**src/rtl/compuerta_actuador.sv**
```systemverilog
// Barrier-side responder: motor FSM with timeout/limit-fault supervision, loop-sensor
// debounce and vehicle-passage pulse. Define CONTEO_VEHICULOS_EN to add the Conteo counter.
module compuerta_actuador #(
  parameter int unsigned DEBOUNCE_CYCLES = 4,
  parameter int unsigned MOTOR_TIMEOUT   = 64,
  parameter int unsigned CNT_W           = 8
) (
  input  logic       Clk,
  input  logic       Reset,
  input  logic       Abierto,
  input  logic       Cerrado,
  input  logic       Bloqueo,
  input  logic       Sensor_entrada,
  input  logic       Sensor_salida,
  input  logic       Limite_arriba,
  input  logic       Limite_abajo,
  output logic       Motor_subir,
  output logic       Motor_bajar,
  output logic       Vehiculo,
  output logic       Termino,
  output logic       Falla,
  output logic [2:0] Estado
`ifdef CONTEO_VEHICULOS_EN
  ,
  output logic [15:0] Conteo
`endif
);

  localparam logic [CNT_W-1:0] DEB_LAST = CNT_W'(DEBOUNCE_CYCLES - 1);
  localparam logic [CNT_W-1:0] TMO_LAST = CNT_W'(MOTOR_TIMEOUT - 1);

  typedef enum logic [2:0] {
    CERRADA  = 3'd0,
    SUBIENDO = 3'd1,
    ABIERTA  = 3'd2,
    BAJANDO  = 3'd3,
    FALLA    = 3'd4
  } estado_t;

  estado_t          state;
  estado_t          nxt;
  logic [CNT_W-1:0] ent_cnt;
  logic [CNT_W-1:0] sal_cnt;
  logic [CNT_W-1:0] tmo_cnt;
  logic             ent_f;
  logic             sal_f;
  logic             paso;
  logic             sal_flip;
  logic             sal_rise;
  logic             sal_fall;
  logic             activa;
  logic             pass_done;
  logic             en_movimiento;
  logic             cierre_pedido;

  assign Vehiculo = ent_f;

  // Filtered-exit edge events happen on the same edge the filter toggles
  always_comb begin
    sal_flip      = (Sensor_salida != sal_f) && (sal_cnt == DEB_LAST);
    sal_rise      = sal_flip && !sal_f;
    sal_fall      = sal_flip && sal_f;
    activa        = (state == SUBIENDO) || (state == ABIERTA) || (state == BAJANDO);
    pass_done     = sal_fall && paso;
    en_movimiento = (state == SUBIENDO) || (state == BAJANDO);
    cierre_pedido = Bloqueo || (Cerrado && !Abierto);
  end

  // Debounce: filtered value follows raw only after DEBOUNCE_CYCLES stable samples
  always_ff @(posedge Clk) begin
    if (Reset) begin
      ent_cnt <= '0;
      ent_f   <= 1'b0;
    end else if (Sensor_entrada == ent_f) begin
      ent_cnt <= '0;
    end else if (ent_cnt == DEB_LAST) begin
      ent_cnt <= '0;
      ent_f   <= Sensor_entrada;
    end else begin
      ent_cnt <= ent_cnt + CNT_W'(1);
    end
  end

  always_ff @(posedge Clk) begin
    if (Reset) begin
      sal_cnt <= '0;
      sal_f   <= 1'b0;
    end else if (Sensor_salida == sal_f) begin
      sal_cnt <= '0;
    end else if (sal_cnt == DEB_LAST) begin
      sal_cnt <= '0;
      sal_f   <= Sensor_salida;
    end else begin
      sal_cnt <= sal_cnt + CNT_W'(1);
    end
  end

  // Next state; contradictory limit switches override every state
  always_comb begin
    nxt = state;
    if (Limite_arriba && Limite_abajo) begin
      nxt = FALLA;
    end else begin
      case (state)
        CERRADA: begin
          if (Abierto && !Bloqueo) nxt = SUBIENDO;
        end
        SUBIENDO: begin
          if (Limite_arriba)            nxt = ABIERTA;
          else if (tmo_cnt == TMO_LAST) nxt = FALLA;
        end
        ABIERTA: begin
          if (cierre_pedido && !ent_f && !sal_f) nxt = BAJANDO;
        end
        BAJANDO: begin
          if (ent_f || sal_f)           nxt = SUBIENDO;
          else if (Limite_abajo)        nxt = CERRADA;
          else if (tmo_cnt == TMO_LAST) nxt = FALLA;
        end
        FALLA:   nxt = FALLA;
        default: nxt = FALLA;
      endcase
    end
  end

  // State, timeout, passage tracking and outputs decoded from the state being entered
  always_ff @(posedge Clk) begin
    if (Reset) begin
      state       <= CERRADA;
      tmo_cnt     <= '0;
      paso        <= 1'b0;
      Motor_subir <= 1'b0;
      Motor_bajar <= 1'b0;
      Falla       <= 1'b0;
      Termino     <= 1'b0;
      Estado      <= 3'd0;
    end else begin
      state       <= nxt;
      Estado      <= nxt;
      Motor_subir <= (nxt == SUBIENDO);
      Motor_bajar <= (nxt == BAJANDO);
      Falla       <= (nxt == FALLA);
      Termino     <= pass_done;

      if (nxt != state)    tmo_cnt <= '0;
      else if (en_movimiento) tmo_cnt <= tmo_cnt + CNT_W'(1);
      else                 tmo_cnt <= '0;

      if ((nxt != state) && ((nxt == CERRADA) || (nxt == FALLA))) paso <= 1'b0;
      else if (pass_done)                                          paso <= 1'b0;
      else if (sal_rise && activa)                                 paso <= 1'b1;
    end
  end

`ifdef CONTEO_VEHICULOS_EN
  // Passage counter, wraps naturally at 16 bits
  always_ff @(posedge Clk) begin
    if (Reset)          Conteo <= 16'd0;
    else if (pass_done) Conteo <= Conteo + 16'd1;
  end
`endif

endmodule

```
**config.mk**
```make
export PLATFORM = sky130hd
export DESIGN_NAME = compuerta_actuador
export DESIGN_NICKNAME = d
export VERILOG_FILES = /design/src/rtl/compuerta_actuador.sv
export SDC_FILE = /design/constraint.sdc
export NUM_CORES = 1
export LEC_CHECK = 0
export ABC_AREA = 1
export BUFFER_PORTS_ARGS = -buffer_cell sky130_fd_sc_hd__buf_4
export CORE_ASPECT_RATIO = 0.75
export CORE_MARGIN = 2
export CORE_UTILIZATION = 55
export CTS_CLUSTER_SIZE = 24
export DETAILED_ROUTE_END_ITERATION = 10
export GPL_TIMING_DRIVEN = 1
export PLACE_DENSITY = 0.83
export SLEW_MARGIN = 10
export SYNTH_ARGS = -nofsm -noshare
export SYNTH_HDL_FRONTEND = slang
export SYNTH_SLANG_ARGS = --single-unit
```
**constraint.sdc**
```tcl
create_clock -name Clk -period 3.95 [get_ports Clk]
set_input_delay 0.395 -clock Clk [delete_from_list [all_inputs] [get_ports Clk]]
set_output_delay 0.395 -clock Clk [all_outputs]
set_load 0.01 [all_outputs]
```
* Word-level counts from Yosys, hierarchy flattened
Cells that the tools add are included.
Storage, ports and cells: output and inout port bits 8, bits of input ports 9, logic and storage cells 67, flip-flop bits (word level) 34
Cells by class: muxes and demuxes 8, $add $sub $neg 3, bitwise gates (word level) 3, eq/ne operators 13, reduce and logical (&&, ||, !) cells 29
Operators with widths (number):
- $add A8 B1 Y8 const B | 3
- $mux W3 | 7
- $eq A8 B2 Y1 const B | 2
- $pmux W3 S4 | 1
- $reduce_or A3 Y1 | 4
- $logic_and A1 B1 Y1 | 11
- $eq A3 B2 Y1 const B | 3
- $eq A8 B6 Y1 const B | 1
- $eq A3 B1 Y1 const B | 2
- $logic_not A3 Y1 | 2
- $logic_or A1 B1 Y1 | 6
- $logic_not A1 Y1 | 4
- $reduce_and A2 Y1 | 2
- $eq A3 B3 Y1 const B | 1
- $ne A3 B3 Y1 | 1
- $not A1 Y1 | 3
- $eq A1 B1 Y1 | 2
- $ne A1 B1 Y1 | 1

* Logic depth before layout (Yosys ltp)
Gate-level depths: netlist of run 1.
word-level depth 12, gate-level depth with buffers 12, depth with buffers taken out 12

* Worst setup path after synthesis of run 1
No wires, ideal clock.
path type register -> register, from register tmo_cnt[0], to register paso, data arrival time 1393 ps, required time 3832 ps, path slack 2439 ps, period minus slack after synthesis 1511 ps, library setup time 118 ps, buffers on the path 0, cell stages (with the launch flop) 9, cell sequence dfxtp_1 ha_1 nand3_1 nor2_1 o21ai_0 o21ai_0 nand2_1 nor2_1 nor2_1
Between the ends: cells in the longest elaborated chain, start to end 10, elaborated cells on any way between the ends 13, classes of those cells eq/ne: 3; mux: 6; reduce/logical: 4
RTL lines:
- start: declaration | line 44 | logic [CNT_W-1:0] tmo_cnt;
- start signal: assignment | line 146 | else if (en_movimiento) tmo_cnt <= tmo_cnt + CNT_W'(1);
- $eq A8 B6 Y1 (*) | line 110, 118
- $mux W3 (*) | line 110, 118
- $mux W3 | line 117 | else if (Limite_abajo) nxt = CERRADA;
- $mux W3 | line 116 | if (ent_f || sal_f) nxt = SUBIENDO;
- $pmux W3 S4 (*) | line 104 | case (state)
- $mux W3 (*) | line 101 | if (Limite_arriba && Limite_abajo) begin
- $eq A3 B3 Y1 or $logic_not A3 Y1 (tied branches) | line 149 | if ((nxt != state) && ((nxt == CERRADA) || (nxt == FALLA))) paso <= 1'b0;
- $logic_or A1 B1 Y1 | line 149
- $logic_and A1 B1 Y1 (*) | line 149
- $reduce_or A3 Y1 (no source line) (*)
- end signal: assignment | line 149
- end signal: assignment | line 150 | else if (pass_done) paso <= 1'b0;
- end signal: assignment | line 151 | else if (sal_rise && activa) paso <= 1'b1;
- end: declaration | line 47 | logic paso;
Every way passes the cells marked *; elsewhere a longest branch is shown, timed or not. A chain may end at the register's enable or synchronous reset.

* Final worst setup path of run 1
Ends and elaborated chain as after synthesis.

==> results.toml, run 1 <==
[synth]
synth.most_common_cell = "nor2_1"
synth_top_cells_by_count = "nor2_1 (45), nand2_1 (41), dfxtp_1 (34)"
synth_edf_count = 0
synth_top_area_cell = "dfxtp_1"
synth-seq-cells = 34
syn_area_um2 = 1578
synthTopCellsByArea = "dfxtp_1 (43%), nor2_1 (11%), nand2_1 (9.8%), inv_1 (7.6%), nand3_1 (4.8%)"
yosysSeqAreaShare = 0.4314
yosysTopAreaCellShare = 0.4314
yosysWarnings = 0
synth_flop_cell = "dfxtp_1"
yosysUniqueCellTypes = 25
synth_area_per_cell_um2 = 6.981
netlist_instances = 226
synthArstFlopShare = 0
syn_nets = 238

[outcome]
status = "completed"

[drt]
num_vias = 1395
wl_per_cell_um = 10.57
drtAntennaViolNets = 0
routed_wl_um = 2980
wl_met2_um = 1282
drt-pass1-iter-count = 4
wl_met3_um = 118
drc = 0
highest_layer = "met4"
m1WireLength_um = 1518
viasPerCell = 4.947
drtIter0Drc = 50

[job]
maxCapViolCount = 0

[cells_and_area]
syn2layout_area_growth_pct = 15.15
drive_gt1_frac = 0.1260
fin_nets = 259
utilization = 0.6823
finalNonFillerCells = 282
fillers = 245
diodes = 0

[placement]
placed_cells = 276
dp_slack_ps = 2229
gp_congestion = 0.8755
port_buffers = 16
dp_hpwl_um = 2161

[power]
p_leak_uw = 0.0007655
clockPowerShare = 0.382
swShare = 0.2289
p_int_uw = 502.6
vdd_drop_max_uv = 249.1
pwr-share-seq = 0.543
power_density_nw_per_um2 = 358.8
p_sw_uw = 149.2
combPwrFrac = 0.075

[global_routing]
grt_use_total = 0.1965
antenna_found_initial = 0
grt_max_degree = 11
grt_overflow = 0
grt_pass1_wl_um = 4899
grt_pass1_vias = 1209

[worst_setup_path]
crit_buf_inv = 0
r2r_cells = 8
cpPeakStageDelay_ps = 400
arrival_ps = 1970
path_class = "flop to flop"
cp_cell_sequence = "ha_1 > nand3_1 > nor2_1 > o21ai_0 > o21ai_0 > nand2_1 > nor2_1 > nor2_1"
cp-end-kind = "flop"
cp_data_required_time_ps = 4120
start_kind = "flop"
crit_family = "simple AND/OR/NAND/NOR gates"
reg2reg_from = "tmo_cnt[0]$_SDFF_PP0_"
r2r_slack_ps = 2150
reg2reg_to = "paso$_SDFFE_PP0P_"
path_common_cell = "nor2_1"
crit_fanout = 4
cpMaxStageDelayCell = "o21ai_0"

[clocking]
htreeDepth = 2
hold_buffers = 0
clk_latency_ps = 280
cts_resized = 0
clockBufferDepth = 2
cts_setup_buffers = 0
clock-sinks = 34
cts_tree = "done"
cts_buffers = 5
cts.clk_slew.worst_paths_ps = 70
root_buffer = "clkbuf_8"

[min_path]
hp-start = "Reset"
hold_end = "Termino$_SDFF_PP0_"
hold_depth = 2
min_path_type = "input port to flop"

[timing]
tightest_slew_ps = 447.9
fin_crit_ps = 1800
rsz0062_at_grt = "no"
skew_ps = 4.300
fmax_ghz = 0.5554
hold_slack_ps = 348.8
setup_viol = 0
slew_viol_final = 0
worst_slack_ps = 2150
timing.final.crit_share = 0.4558
finalHoldViolCount = 0
relSlewSlack = 0.6982
setup_tns_ps = 0

[floorplanning]
rows = 16
core_area_um2 = 2663
dieArea_um2 = 3318
initial_core_util = 0.5926
die_h_um = 50.39
dieWidth_um = 65.85
pin_count = 17
logic make-up after synthesis:
logic type,Yosys count,share of synthesized area
AO/OA/AOI/OAI,23,0.07930
XOR/XNOR,8,0.04441
adder cells (fa/ha/maj),3,0.02379
buffers and inverters,35,0.08406
flip-flops,34,0.4314
AND/OR/NAND/NOR,123,0.3370
layout make-up:
type / count / area (um^2) / share of cell area
clock buffers: 6 / 82.58 / 0.04545
inverters: 33 / 123.9 / 0.06818
multi-input cells: 157 / 764.5 / 0.4208
flip-flops and latches: 34 / 680.7 / 0.3747
well taps: 36 / 45.04 / 0.02479
repair buffers: 16 / 120.1 / 0.06612
power groups by stage:
stage	combinational (uW)	sequential, uW	clock, uW
final	48.6	354	249
after detailed placement	47.9	362	0
after floorplan	30.6	361	0
after global placement	47.2	361	0
after CTS	48.5	354	254
after global routing	54.3	355	268
sequential cells by signal (all words and copies together) (netlist names):
| name | flops |
|---|---|
| state | 3 |
| sal_f | 1 |
| Falla | 1 |
| Termino | 1 |
| sal_cnt | 8 |
| Motor_subir | 1 |
| ent_cnt | 8 |
| Motor_bajar | 1 |
| tmo_cnt | 8 |
| Vehiculo | 1 |
| paso | 1 |
per-stage QoR:
| step | cell area, um^2 | power, uW |
|---|---|---|
| floorplan | 1578 | 391.6 |
| global placement | 1734 | 408.3 |
| detailed placement | 1734 | 409.5 |
| CTS | 1817 | 655.8 |
| global route | 1817 | 677.0 |
| finish | 1817 | 651.8 |
worst max-delay path by stage:
stage | startpoint | to | depth (start not counted)
2_1_floorplan | tmo_cnt[0]$_SDFF_PP0_ | paso$_SDFFE_PP0P_ | 8
3_3_place_gp | tmo_cnt[0]$_SDFF_PP0_ | paso$_SDFFE_PP0P_ | 8
3_5_place_dp | tmo_cnt[0]$_SDFF_PP0_ | paso$_SDFFE_PP0P_ | 8
4_1_cts | tmo_cnt[0]$_SDFF_PP0_ | paso$_SDFFE_PP0P_ | 8
6_report | tmo_cnt[0]$_SDFF_PP0_ | paso$_SDFFE_PP0P_ | 8
5_1_grt | tmo_cnt[0]$_SDFF_PP0_ | paso$_SDFFE_PP0P_ | 8
worst reg2reg max path, delay by kind of cell (launching register included):
family / cells / cell delay (ps)
AND/OR/NAND/NOR: 5 / 600
AO/OA/AOI/OAI: 2 / 530
adder cells (fa/ha/maj): 1 / 210
flip-flops: 1 / 350
cell usage in the layout (no fill, tap or decap):
| cell type | instances |
|---|---|
| a21oi_1 | 12 |
| buf_4 | 16 |
| clkbuf_8 | 6 |
| dfxtp_1 | 34 |
| ha_1 | 3 |
| inv_1 | 32 |
| inv_2 | 1 |
| nand2_1 | 41 |
| nand2_2 | 3 |
| nand3_1 | 15 |
| nand3b_1 | 1 |
| nand4_1 | 3 |
| nor2_1 | 45 |
| nor2_2 | 1 |
| nor3_1 | 8 |
| nor3_2 | 1 |
| nor3b_1 | 1 |
| nor4_1 | 1 |
| o211ai_1 | 2 |
| o21a_1 | 2 |
| o21ai_0 | 6 |
| o21ai_1 | 1 |
| or2_2 | 3 |
| xnor2_1 | 3 |
| xor2_1 | 5 |
layer usage:
metal / global-route usage / vias up
met1: 0.2415 / 618
met5: 0 / -
li1: - / 749
met2: 0.3013 / 21
met4: 0.1181 / 0
met3: 0.06054 / 7
(Power assumes the default switching activity.)
==> run 2: changes to the inputs <==
--- a/config.mk
+++ b/config.mk
@@ -9,11 +9,11 @@
 export BUFFER_PORTS_ARGS = -buffer_cell sky130_fd_sc_hd__buf_4
 export CORE_ASPECT_RATIO = 0.75
 export CORE_MARGIN = 2
-export CORE_UTILIZATION = 55
+export CORE_UTILIZATION = 51
 export CTS_CLUSTER_SIZE = 24
 export DETAILED_ROUTE_END_ITERATION = 10
 export GPL_TIMING_DRIVEN = 1
-export PLACE_DENSITY = 0.83
+export PLACE_DENSITY = 0.82
 export SLEW_MARGIN = 10
 export SYNTH_ARGS = -nofsm -noshare
 export SYNTH_HDL_FRONTEND = slang
==> constraint.sdc (replaced) <==
create_clock -name Clk -period 1.5 [get_ports Clk]
set_input_delay 0.15 -clock Clk [delete_from_list [all_inputs] [get_ports Clk]]
set_output_delay 0.15 -clock Clk [all_outputs]
set_load 0.01 [all_outputs]
==> run 2 against run 1 <==
Effect of this change:
- clock-buffer cell count grew 1
- sequential cell count is the same
- final area grew 11%
- maximum frequency grew 20%
- combinational power grew to 3.5 times the previous value
- sequential power grew to 2.6 times the previous value
- critical path type unchanged
- clock skew grew 0.90 ps
- worst setup slack lost 2100 ps
==> results.toml, run 2 (synthesis gave the netlist of run 1 again) <==
[cells_and_area]
drive_gt1_frac = 0.2395
diodes = 0
fin_nets = 275
fillers = 244
utilization = 0.6841
finalNonFillerCells = 301
reg_top3 = "ent_cnt: 8 flops, sal_cnt: 8 flops, tmo_cnt: 8 flops"
final_common_cell = "nor2_1"
layout_common_cells = "nor2_1 (41), nand2_1 (40), buf_4 (32)"
syn2layout_area_growth_pct = 27.28

[timing]
fmax_ghz = 0.6671
rsz0062_at_grt = "yes"
skew_ps = 5.204
slew_viol_final = 0
setup_viol = 0
tightest_slew_ps = 270.6
fin_crit_ps = 1499
relSlewSlack = 0.8177
timing.final.crit_share = 0.9993
finalHoldViolCount = 0
setup_tns_ps = 0

[clocking]
clock-sinks = 34
clk_latency_ps = 280
clockBufferDepth = 2
htreeDepth = 2
cts_buffers = 5
root_buffer = "clkbuf_8"
hold_buffers = 0
cts_tree = "done"
cts.clk_slew.worst_paths_ps = 60

[floorplanning]
die_h_um = 52.17
initial_core_util = 0.5375
pin_count = 17
dieWidth_um = 68.23
dieArea_um2 = 3559
rows = 17
core_area_um2 = 2935

[placement]
dp_hpwl_um = 2199
gp_congestion = 0.8332
placed_cells = 290
port_buffers = 16

[drt]
drc = 0
viasPerCell = 5.169
drt-pass1-iter-count = 6
drtAntennaViolNets = 0
routed_wl_um = 3414
wl_per_cell_um = 11.34
num_vias = 1556
drtIter0Drc = 141

[worst_setup_path]
arrival_ps = 1710
cp_data_required_time_ps = 1710
path_class = "flop to flop"
start_kind = "flop"
crit_fanout = 8
cp-end-kind = "flop"

[global_routing]
grt_pass1_wl_um = 5209
antenna_found_initial = 0
grt_use_total = 0.2001
grt_max_degree = 11
grt_overflow = 0
grt_pass1_vias = 1278

[power]
p_leak_uw = 0.0008612
power_density_nw_per_um2 = 855.0
vdd_drop_max_uv = 600.9

[min_path]
min_path_type = "input port to flop"

[job]
maxCapViolCount = 0

[outcome]
status = "completed"
[run 2: cell types whose count changed in the layout (fill, tap and decap cells not counted), moves of 3 or more]
cell | before | now
nor2_1 | 45 | 41
dfxtp_1 | 34 | 29
nand3_2 | 0 | 3
dfxtp_4 | 0 | 3
buf_4 | 16 | 32
nand3_1 | 15 | 12
nor2_2 | 1 | 4
[run 2: worst paths after layout]
check	from	endpoint	slack, ps	cells after the start
max	tmo_cnt[0]$_SDFF_PP0_	tmo_cnt[5]$_SDFF_PP0_	1	12
min	Reset	state[1]$_SDFF_PP0_	110	2
max reg2reg	tmo_cnt[0]$_SDFF_PP0_	tmo_cnt[5]$_SDFF_PP0_	1	12
min reg2reg	sal_cnt[0]$_SDFF_PP0_	sal_cnt[0]$_SDFF_PP0_	450	1
[run 2: repair_timing]
action / CTS / global route
pin swaps: 5 / 12
setup endpoints to repair: 9 / 18
buffers inserted: 1 / 3
gates resized for setup: 11 / 14
gates cloned: 0 / 0
hold endpoints to repair: 0 / 0
[run 2: worst max-delay path, stage by stage, from the launching register on]
cell and delay, ps:
dfxtp_4 350, ha_4 160, nand2_1 60, nor2_1 50, nand3_1 60, nand2_1 60, nand2_2 90, nand2_2 70
nand2_1 80, nand3_2 100, nor2_4 130, nand2_4 100, nor2_1 120
[run 2: cell type report]
class | instances | area [um^2] | area share
clock buffer | 7 | 76.32 | 0.03801
sequential | 34 | 694.4 | 0.3458
multi-input combinational | 157 | 823.3 | 0.4100
timing repair buffer | 32 | 240.2 | 0.1196
inverter | 33 | 126.4 | 0.06293
tap | 38 | 47.55 | 0.02368
[run 2: through the flow]
step	power, uW	setup slack, ps	cell area (um^2)	hold slack [ps]
after floorplan	1032	26.70	1578	298.7
after global placement	1098	-71.03	1827	400.3
after detailed placement	1100	-128.1	1827	400.4
after CTS	1717	6.360	1936	96.58
after global routing	1791	-63.55	2008	117.1
final	1717	1.012	2008	108.4
[run 2: layer usage]
| layer | share of wire | vias to the layer above | global-route usage |
|---|---|---|---|
| met4 | 0.022 | 0 | 0.08000 |
| li1 | - | 789 | - |
| met5 | 0 | - | 0 |
| met2 | 0.46 | 53 | 0.3236 |
| met1 | 0.46 | 699 | 0.2456 |
| met3 | 0.056 | 15 | 0.06452 |
[run 2: power breakdown]
group          total, uW  leakage (uW)  switching (uW)  internal [uW]
logic                171      0.000545            95.9           75.3
registers            928      0.000278            13.3            915
clock network        618     0.0000383             299            319
